==> config.mk <==
export PLATFORM = sky130hd
export DESIGN_NAME = ltc_event_timer_flat
export DESIGN_NICKNAME = d
export VERILOG_FILES = /design/src/rtl/ltc_pkg.sv /design/src/rtl/ltc_event_timer_if.sv /design/src/rtl/btn_debounce.sv /design/src/rtl/ltc_event_timer.sv /design/src/flat_wrapper.sv
export SDC_FILE = /design/constraint.sdc
export NUM_CORES = 1
export LEC_CHECK = 0
export ABC_AREA = 1
export ABC_CLOCK_PERIOD_IN_PS = 1400
export CAP_MARGIN = 25
export CELL_PAD_IN_SITES_DETAIL_PLACEMENT = 0
export CELL_PAD_IN_SITES_GLOBAL_PLACEMENT = 1
export CORE_MARGIN = 4
export CORE_UTILIZATION = 35
export DETAILED_ROUTE_END_ITERATION = 8
export GPL_ROUTABILITY_DRIVEN = 0
export PLACE_DENSITY = 0.89
export SLEW_MARGIN = 0
export SYNTH_ARGS = -nofsm -noshare
export SYNTH_HDL_FRONTEND = slang
export SYNTH_SLANG_ARGS = --single-unit
==> constraint.sdc <==
create_clock -name clk_p -period 1.4 [get_ports clk_p]
set_input_delay 0.28 -clock clk_p [delete_from_list [all_inputs] [get_ports clk_p]]
set_output_delay 0.28 -clock clk_p [all_outputs]
set_load 0.03 [all_outputs]
==> src/rtl/ltc_pkg.sv <==
// Shared constants for the line-clock event timer: CSR bit positions, I/O page address
// and the readback packing helper.
package ltc_pkg;

    localparam int unsigned CSR_MON_BIT = 7;
    localparam int unsigned CSR_IE_BIT  = 6;
    localparam int unsigned CSR_ST_BIT  = 0;

    localparam logic [15:0] CSR_ADDR = 16'o177546;

    typedef logic [15:0] csr_word_t;

    function automatic csr_word_t csr_pack(input logic mon, input logic ie, input logic st);
        csr_word_t word;
        word              = '0;
        word[CSR_MON_BIT] = mon;
        word[CSR_IE_BIT]  = ie;
        word[CSR_ST_BIT]  = st;
        return word;
    endfunction

endpackage

==> src/rtl/ltc_event_timer_if.sv <==
// Wishbone slave port of the line-clock CSR; the strobe arrives already decoded for the CSR address.
interface ltc_event_timer_if;

    logic        wb_cyc_i;
    logic        wb_stb_i;
    logic        wb_we_i;
    logic [1:0]  wb_sel_i;
    logic [15:0] wb_dat_i;
    logic [15:0] wb_dat_o;
    logic        wb_ack_o;

    modport master (
        output wb_cyc_i, wb_stb_i, wb_we_i, wb_sel_i, wb_dat_i,
        input  wb_dat_o, wb_ack_o
    );

    modport slave (
        input  wb_cyc_i, wb_stb_i, wb_we_i, wb_sel_i, wb_dat_i,
        output wb_dat_o, wb_ack_o
    );

endinterface

==> src/rtl/btn_debounce.sv <==
// Tick-sampled button debouncer that toggles its output once per accepted press.
module btn_debounce #(
    parameter int   DEB_STAGES = 2,
    parameter logic INIT       = 1'b1
) (
    input  logic clk_p,
    input  logic rst_n,
    input  logic sample_en,
    input  logic btn,
    output logic state
);

    if (DEB_STAGES < 2) begin : g_bad_stages
        $error("btn_debounce: DEB_STAGES must be at least 2");
    end

    logic [DEB_STAGES-1:0] shift;
    logic [DEB_STAGES-1:0] shift_next;
    logic                  armed;

    assign shift_next = {shift[DEB_STAGES-2:0], btn};

    // Armed blocks repeated toggles while the button stays held; only a full release re-arms.
    always_ff @(posedge clk_p or negedge rst_n) begin
        if (!rst_n) begin
            shift <= '0;
            armed <= 1'b0;
            state <= INIT;
        end else if (sample_en) begin
            shift <= shift_next;
            if ((&shift_next) && !armed) begin
                state <= ~state;
                armed <= 1'b1;
            end else if (shift_next == '0) begin
                armed <= 1'b0;
            end
        end
    end

endmodule

==> src/rtl/ltc_event_timer.sv <==
// Line-clock event source: periodic tick, stretched CPU event pulse, debounced enable button
// and a KW11-L style CSR on Wishbone.
module ltc_event_timer
    import ltc_pkg::*;
#(
    parameter int   CLK_HZ     = 100_000_000,
    parameter int   TICK_HZ    = 50,
    parameter int   PULSE_CYC  = 1,
    parameter int   DEB_STAGES = 2,
    parameter logic TIMER_INIT = 1'b1,
    parameter logic IE_INIT    = 1'b1
) (
    input  logic                 clk_p,
    input  logic                 rst_n,
    ltc_event_timer_if.slave     wb,
    input  logic                 timer_button,
    output logic                 timer_status,
    output logic                 tick_o,
    output logic                 evnt_o
);

    localparam int DIV = CLK_HZ / TICK_HZ;
    localparam int CW  = (DIV > 1) ? $clog2(DIV) : 1;
    localparam int PW  = $clog2(PULSE_CYC + 1);

    if (DIV < 2) begin : g_bad_div
        $error("ltc_event_timer: CLK_HZ/TICK_HZ must be at least 2");
    end
    if (PULSE_CYC < 1 || PULSE_CYC >= DIV) begin : g_bad_pulse
        $error("ltc_event_timer: PULSE_CYC must satisfy 1 <= PULSE_CYC < DIV");
    end

    logic [CW-1:0] cnt;
    logic [PW-1:0] pulse_cnt;
    logic          mon;
    logic          ie;
    logic          access;
    logic          wr_low;
    logic          pulse_start;
    logic          unused_bits;

    assign access      = wb.wb_cyc_i & wb.wb_stb_i & ~wb.wb_ack_o;
    assign wr_low      = access & wb.wb_we_i & wb.wb_sel_i[0];
    assign pulse_start = tick_o & timer_status & ie;
    assign unused_bits = ^{wb.wb_sel_i[1], wb.wb_dat_i[15:8], wb.wb_dat_i[5:0]};

    always_ff @(posedge clk_p or negedge rst_n) begin
        if (!rst_n) begin
            cnt    <= '0;
            tick_o <= 1'b0;
        end else begin
            tick_o <= (cnt == CW'(DIV - 1));
            cnt    <= (cnt == CW'(DIV - 1)) ? '0 : cnt + 1'b1;
        end
    end

    // The pulse runs to completion once started, whatever happens to the enables meanwhile.
    always_ff @(posedge clk_p or negedge rst_n) begin
        if (!rst_n) begin
            evnt_o    <= 1'b0;
            pulse_cnt <= '0;
        end else if (pulse_start) begin
            evnt_o    <= 1'b1;
            pulse_cnt <= PW'(PULSE_CYC - 1);
        end else if (pulse_cnt != '0) begin
            pulse_cnt <= pulse_cnt - 1'b1;
        end else begin
            evnt_o <= 1'b0;
        end
    end

    // Readback captures the pre-write value; a tick beats a clearing write on MON.
    always_ff @(posedge clk_p or negedge rst_n) begin
        if (!rst_n) begin
            wb.wb_ack_o <= 1'b0;
            wb.wb_dat_o <= '0;
            mon         <= 1'b0;
            ie          <= IE_INIT;
        end else begin
            wb.wb_ack_o <= access;
            if (access) begin
                wb.wb_dat_o <= csr_pack(mon, ie, timer_status);
            end
            if (wr_low) begin
                ie <= wb.wb_dat_i[CSR_IE_BIT];
            end
            if (tick_o) begin
                mon <= 1'b1;
            end else if (wr_low && !wb.wb_dat_i[CSR_MON_BIT]) begin
                mon <= 1'b0;
            end
        end
    end

    btn_debounce #(
        .DEB_STAGES (DEB_STAGES),
        .INIT       (TIMER_INIT)
    ) u_debounce (
        .clk_p     (clk_p),
        .rst_n     (rst_n),
        .sample_en (tick_o),
        .btn       (timer_button),
        .state     (timer_status)
    );

endmodule

==> src/flat_wrapper.sv <==
// flat-port wrapper written by rule: the top's interface ports become plain ports
module ltc_event_timer_flat import ltc_pkg::*;
#(
    parameter int   CLK_HZ     = 100_000_000,
    parameter int   TICK_HZ    = 50,
    parameter int   PULSE_CYC  = 1,
    parameter int   DEB_STAGES = 2,
    parameter logic TIMER_INIT = 1'b1,
    parameter logic IE_INIT    = 1'b1
)
  (clk_p, rst_n, timer_button, timer_status, tick_o, evnt_o, wb_wb_cyc_i, wb_wb_stb_i, wb_wb_we_i, wb_wb_sel_i, wb_wb_dat_i, wb_wb_dat_o, wb_wb_ack_o);
  ltc_event_timer_if wb_i ();
  input  logic clk_p;
  input  logic rst_n;
  input  logic timer_button;
  output logic timer_status;
  output logic tick_o;
  output logic evnt_o;
  input wire logic [$bits(wb_i.wb_cyc_i)-1:0] wb_wb_cyc_i;
  input wire logic [$bits(wb_i.wb_stb_i)-1:0] wb_wb_stb_i;
  input wire logic [$bits(wb_i.wb_we_i)-1:0] wb_wb_we_i;
  input wire logic [$bits(wb_i.wb_sel_i)-1:0] wb_wb_sel_i;
  input wire logic [$bits(wb_i.wb_dat_i)-1:0] wb_wb_dat_i;
  output wire logic [$bits(wb_i.wb_dat_o)-1:0] wb_wb_dat_o;
  output wire logic [$bits(wb_i.wb_ack_o)-1:0] wb_wb_ack_o;
  assign wb_i.wb_cyc_i = wb_wb_cyc_i;
  assign wb_i.wb_stb_i = wb_wb_stb_i;
  assign wb_i.wb_we_i = wb_wb_we_i;
  assign wb_i.wb_sel_i = wb_wb_sel_i;
  assign wb_i.wb_dat_i = wb_wb_dat_i;
  assign wb_wb_dat_o = wb_i.wb_dat_o;
  assign wb_wb_ack_o = wb_i.wb_ack_o;
  ltc_event_timer #(.CLK_HZ(CLK_HZ), .TICK_HZ(TICK_HZ), .PULSE_CYC(PULSE_CYC), .DEB_STAGES(DEB_STAGES), .TIMER_INIT(TIMER_INIT), .IE_INIT(IE_INIT)) u_core (.clk_p(clk_p), .rst_n(rst_n), .wb(wb_i), .timer_button(timer_button), .timer_status(timer_status), .tick_o(tick_o), .evnt_o(evnt_o));
endmodule
# [Word level (Yosys, flattened, before mapping)]
# Cells that the tools add are included.
[totals] mem_count=0 latch_bits=0 rom_bits=0 word_cells=42 out_inout_bits=20 reg_bits=33 ramBits=0 inputBits=24
[op_classes] bitwise=8 mul=0 order_cmp=0 reduce_logical=10 n_div=0 n_addsub=2 muxes=9 shifts=0 n_eq_ne=2
[ops] operator="$add 21x1->21 const B" n=1
[ops] operator="$eq 21x21->1 const B" n=1
[ops] operator="$mux 21" n=1
[ops] operator="$mux 1" n=8
[ops] operator="$and 1x1->1" n=6
[ops] operator="$reduce_and 2->1" n=3
[ops] operator="$reduce_bool 2->1" n=2
[ops] operator="$logic_and 1x1->1" n=2
[ops] operator="$logic_not 1->1" n=2
[ops] operator="$logic_not 2->1" n=1
[ops] operator="$ne 2x2->1 const B" n=1
[ops] operator="$not 1->1" n=2
[ops] operator="$sub 1x1->1 const B" n=1

# [Logic depth before layout (Yosys ltp)]
[logic_depth] ltp_word=7 depth_mapped=8 ltp_nobuf=8

# [Cells and area by module]
# From an unflattened synthesis, not the netlist that was laid out.
[hier_totals] cells_unflattened=221 area_unflattened_um2=1731.7
[modules_own_cells] module="ltc_event_timer" cells_per_inst=204 seq_area_each_um2=726.9 instances=1 area_per_inst_um2=1586.5
[modules_own_cells] module="btn_debounce" cells_per_inst=17 seq_area_each_um2=76.3 instances=1 area_per_inst_um2=145.1

# [Worst setup path after synthesis]
# Ideal clock, no wire load.
[synth_timing] kind="register to register" startpoint="register u_core.cnt[0]" endpoint="register u_core.cnt[20]" period_less_slack_ps=1250 t_arrival_ps=1133 setup_slack_ps=150 required_time_ps=1283 path_stages_with_launch=9 setup_time_ps=117 cell_sequence="dfrtp_1 -> ha_1 -> nand2_2 -> nor2_4 -> nand3_2 -> nor2_2 -> nand2_1 -> nand2_1 -> nor2_1"
[synth_between] elab_chain_cells=2
[synth_rtl] item="start: declaration" line_no="ltc_event_timer.sv:33" text="logic [CW-1:0] cnt;"
[synth_rtl] item="start signal: assignment" line_no="ltc_event_timer.sv:53" text="cnt <= (cnt == CW'(DIV - 1)) ? '0 : cnt + 1'b1;"
[synth_rtl] item="$add 21x1->21 / $eq 21x21->1 (equally long branches)" line_no="ltc_event_timer.sv:53"
[synth_rtl] item="$mux 21 *" line_no="ltc_event_timer.sv:53"
# Mark *: on every way between the ends. The rest lies on a longest branch, timed or not.
# A chain may end at the register's enable or synchronous reset.

# [Final worst setup path]
[layout_timing] startpoint="register u_core.cnt[1]" endpoint="register u_core.cnt[18]"
# Same word-level chain as after synthesis.

==> out/qor.yml <==
clock_network:
  clockRootBuffer: "clkbuf_8"
  clk-insertion-delay-late_ns: 0.28
  clock_path_buffers: 2
  tritoncts: "yes"
  cts_buffers: 5
  clk_pin_slew_ns: 0.07
  clock_sinks: 32
  ctsHoldBuffers: 0
  htreeDepth: 2
die:
  boundaryPins: 44
  die_y_microns: 77.8
  core_sq_um: 4720
  fp-row-count: 25
  initial_core_util: 0.361
  fp.dieArea_sq_um: 6050
  die_w_microns: 77.8
timing:
  period_minus_slack_ns: 1.38
  slew_viol_final: 0
  final-hold-violation-count: 0
  fin_skew_ns: 0.00781
  finalSetupViolCount: 0
  fmax_mhz: 725
  layout_setup_ws_ns: 0.0209
  period_share: 0.985
  rsz0062_at_grt: "yes"
routing:
  wirelength_microns: 3070
  via_per_inst: 4.14
  drt-initial-drc-count: 69
  ant_nets: 0
  drc: 0
  wire_per_inst_microns: 9.88
  num_vias: 1287
  drtPass1Iterations: 4
pwr:
  ir_worst_vdd_uv: 377
  cellPowerDensity_nw_per_um2: 977
  pwr-share-clk: 0.450
  p_switching_mw: 0.467
  p_int_mw: 1.64
  pwr-share-comb: 0.090
  seqPwrFrac: 0.460
  switching_share: 0.221
  p_leak_nw: 1.11
setup_path:
  path_cells: "ha_4 > nand2_4 > nor2_4 > buf_6 > nand3_2 > o21ai_1 > nand2_1 > nor2_1"
  crit_type: "register to register"
  startpoint_type: "register"
  cp_num_buf_inv: 1
  arrival_ns: 1.59
  end_kind: "register"
  critPathMaxFanout: 4
  critPathRequiredTime_ns: 1.61
  cpPeakStageDelay_ns: 0.39
  cpMaxStageDelayCell: "dfrtp_1"
  cp_top_family: "simple AND/OR/NAND/NOR gates"
yosys:
  syn_area_per_cell_sq_um: 8.12
  yosysWarnings: 0
  ys_ff_latch: 32
  yosysSeqAreaShare: 0.471
  ys_types: 25
  synthCells: 210
  syn_area_sq_um: 1710
placed_design:
  dp_hpwl_microns: 2330
  pre_cts_slack_ns: -0.0606
  port_buffers: 15
cells_and_area:
  final_util: 0.458
  diodes: 0
  final_cell_mix: "nand2_1, inv_1, dfrtp_1"
  layout.nets: 268
  multi_input_area_sq_um: 754
  largest_reg_flops: 21
  final_common_cell: "nand2_1"
  area_delta_synth_final_pct: 26.8
  reg.largest.list: "u_core.cnt: 21 flops, u_core.wb.wb_dat_o: 3 flops"
  largest_register: "u_core.cnt"
  fillers: 451
  final-seq-area_sq_um: 805
  drive_gt1_frac: 0.180
run:
  max-cap-violations: 0
hold_path:
  worstHoldPathType: "input port to asynchronous set/reset pin"
outcome:
  status: "completed"
global_route:
  grt_pass1_wl_microns: 5400
  first_global_vias: 1258
  grt_use_total: 0.112
  grt_max_degree: 33
  gr-total-overflow: 0
  antenna_found_initial: 0
## worst paths after layout
check,start,endpoint,slack (ns),cells after the start
min in group clk_p,u_core.wb.wb_dat_o[7],u_core.wb.wb_dat_o[7],0.47,2
min reg2reg,u_core.wb.wb_dat_o[7],u_core.wb.wb_dat_o[7],0.47,2
max,u_core.cnt[1],u_core.cnt[18],0.02,8
max reg2reg,u_core.cnt[1],u_core.cnt[18],0.02,8
max in group asynchronous,rst_n,u_core.u_debounce.state,0.79,2
min,rst_n,u_core.cnt[15],0.36,2
## Yosys cell counts (all sizes together)
| cell | count | area, sq um |
|---|---|---|
| conb | 1 | 3.75 |
| nand2 | 52 | 210 |
| inv | 36 | 135 |
| xnor2 | 1 | 8.76 |
| or2 | 1 | 6.26 |
| xor2 | 9 | 78.8 |
| a31oi | 1 | 6.26 |
| ha | 1 | 12.5 |
| dfstp | 2 | 52.6 |
| nor3 | 5 | 30.0 |
| buf | 14 | 109 |
| dfrtp | 30 | 751 |
| nand3 | 12 | 75.1 |
| nand4 | 5 | 31.3 |
| a21oi | 1 | 5.00 |
| nor2 | 32 | 155 |
| o21ai | 7 | 35.0 |
## routing by layer
metal,vias up,track usage,part of all wire
met5,-,0,0
met4,0,0.0480,0.018
met3,4,0.0302,0.055
met2,29,0.189,0.50
met1,580,0.133,0.43
li1,674,-,-
## power groups by stage
stage | sequential [mW] | clock, mW | combinational (mW)
after global placement | 0.988 | 0 | 0.202
final | 0.973 | 0.950 | 0.189
after CTS | 0.973 | 0.980 | 0.192
after floorplan | 1.03 | 0 | 0.102
after detailed placement | 0.990 | 0 | 0.205
after global routing | 0.976 | 1.02 | 0.207
## area by class of cell
type | count | area share
Clock buffer | 7 | 0.0446
Clock inverter | 1 | 0.0139
Inverter | 36 | 0.0625
Multi-Input combinational cell | 140 | 0.349
Sequential cell | 32 | 0.372
Tap cell | 67 | 0.0388
Timing Repair Buffer | 28 | 0.119
## per-stage QoR
step	setup TNS [ns]	total power, mW	std cells	instance area, sq um	hold WS [ns]
2_1_floorplan	0	1.13	222	1750	-0.0156
3_3_place_gp	0	1.19	300	1960	0.451
3_5_place_dp	-0.0606	1.19	300	1960	0.456
4_1_cts	0	2.15	308	2080	0.366
5_1_grt	-0.229	2.20	311	2160	0.373
6_report	0	2.11	311	2160	0.365
## repair_timing
item                                    4_1_cts  5_1_grt
buffers inserted                              0        3
gates resized for setup                       6       13
pin swaps                                     0        7
endpoints found under the setup margin        6       12
## cell families after synthesis
logic type                 after synthesis  share of synthesized area
and+or+nand+nor                        107                      0.298
buffers and inverters                   50                      0.143
DFF                                     32                      0.471
xor gates and xnor gates                10                     0.0514
AOI/OAI and AO/OA                        9                     0.0271
adders and majority gates                1                    0.00734
other                                    1                    0.00220
Power figures use the tool's default switching activity.
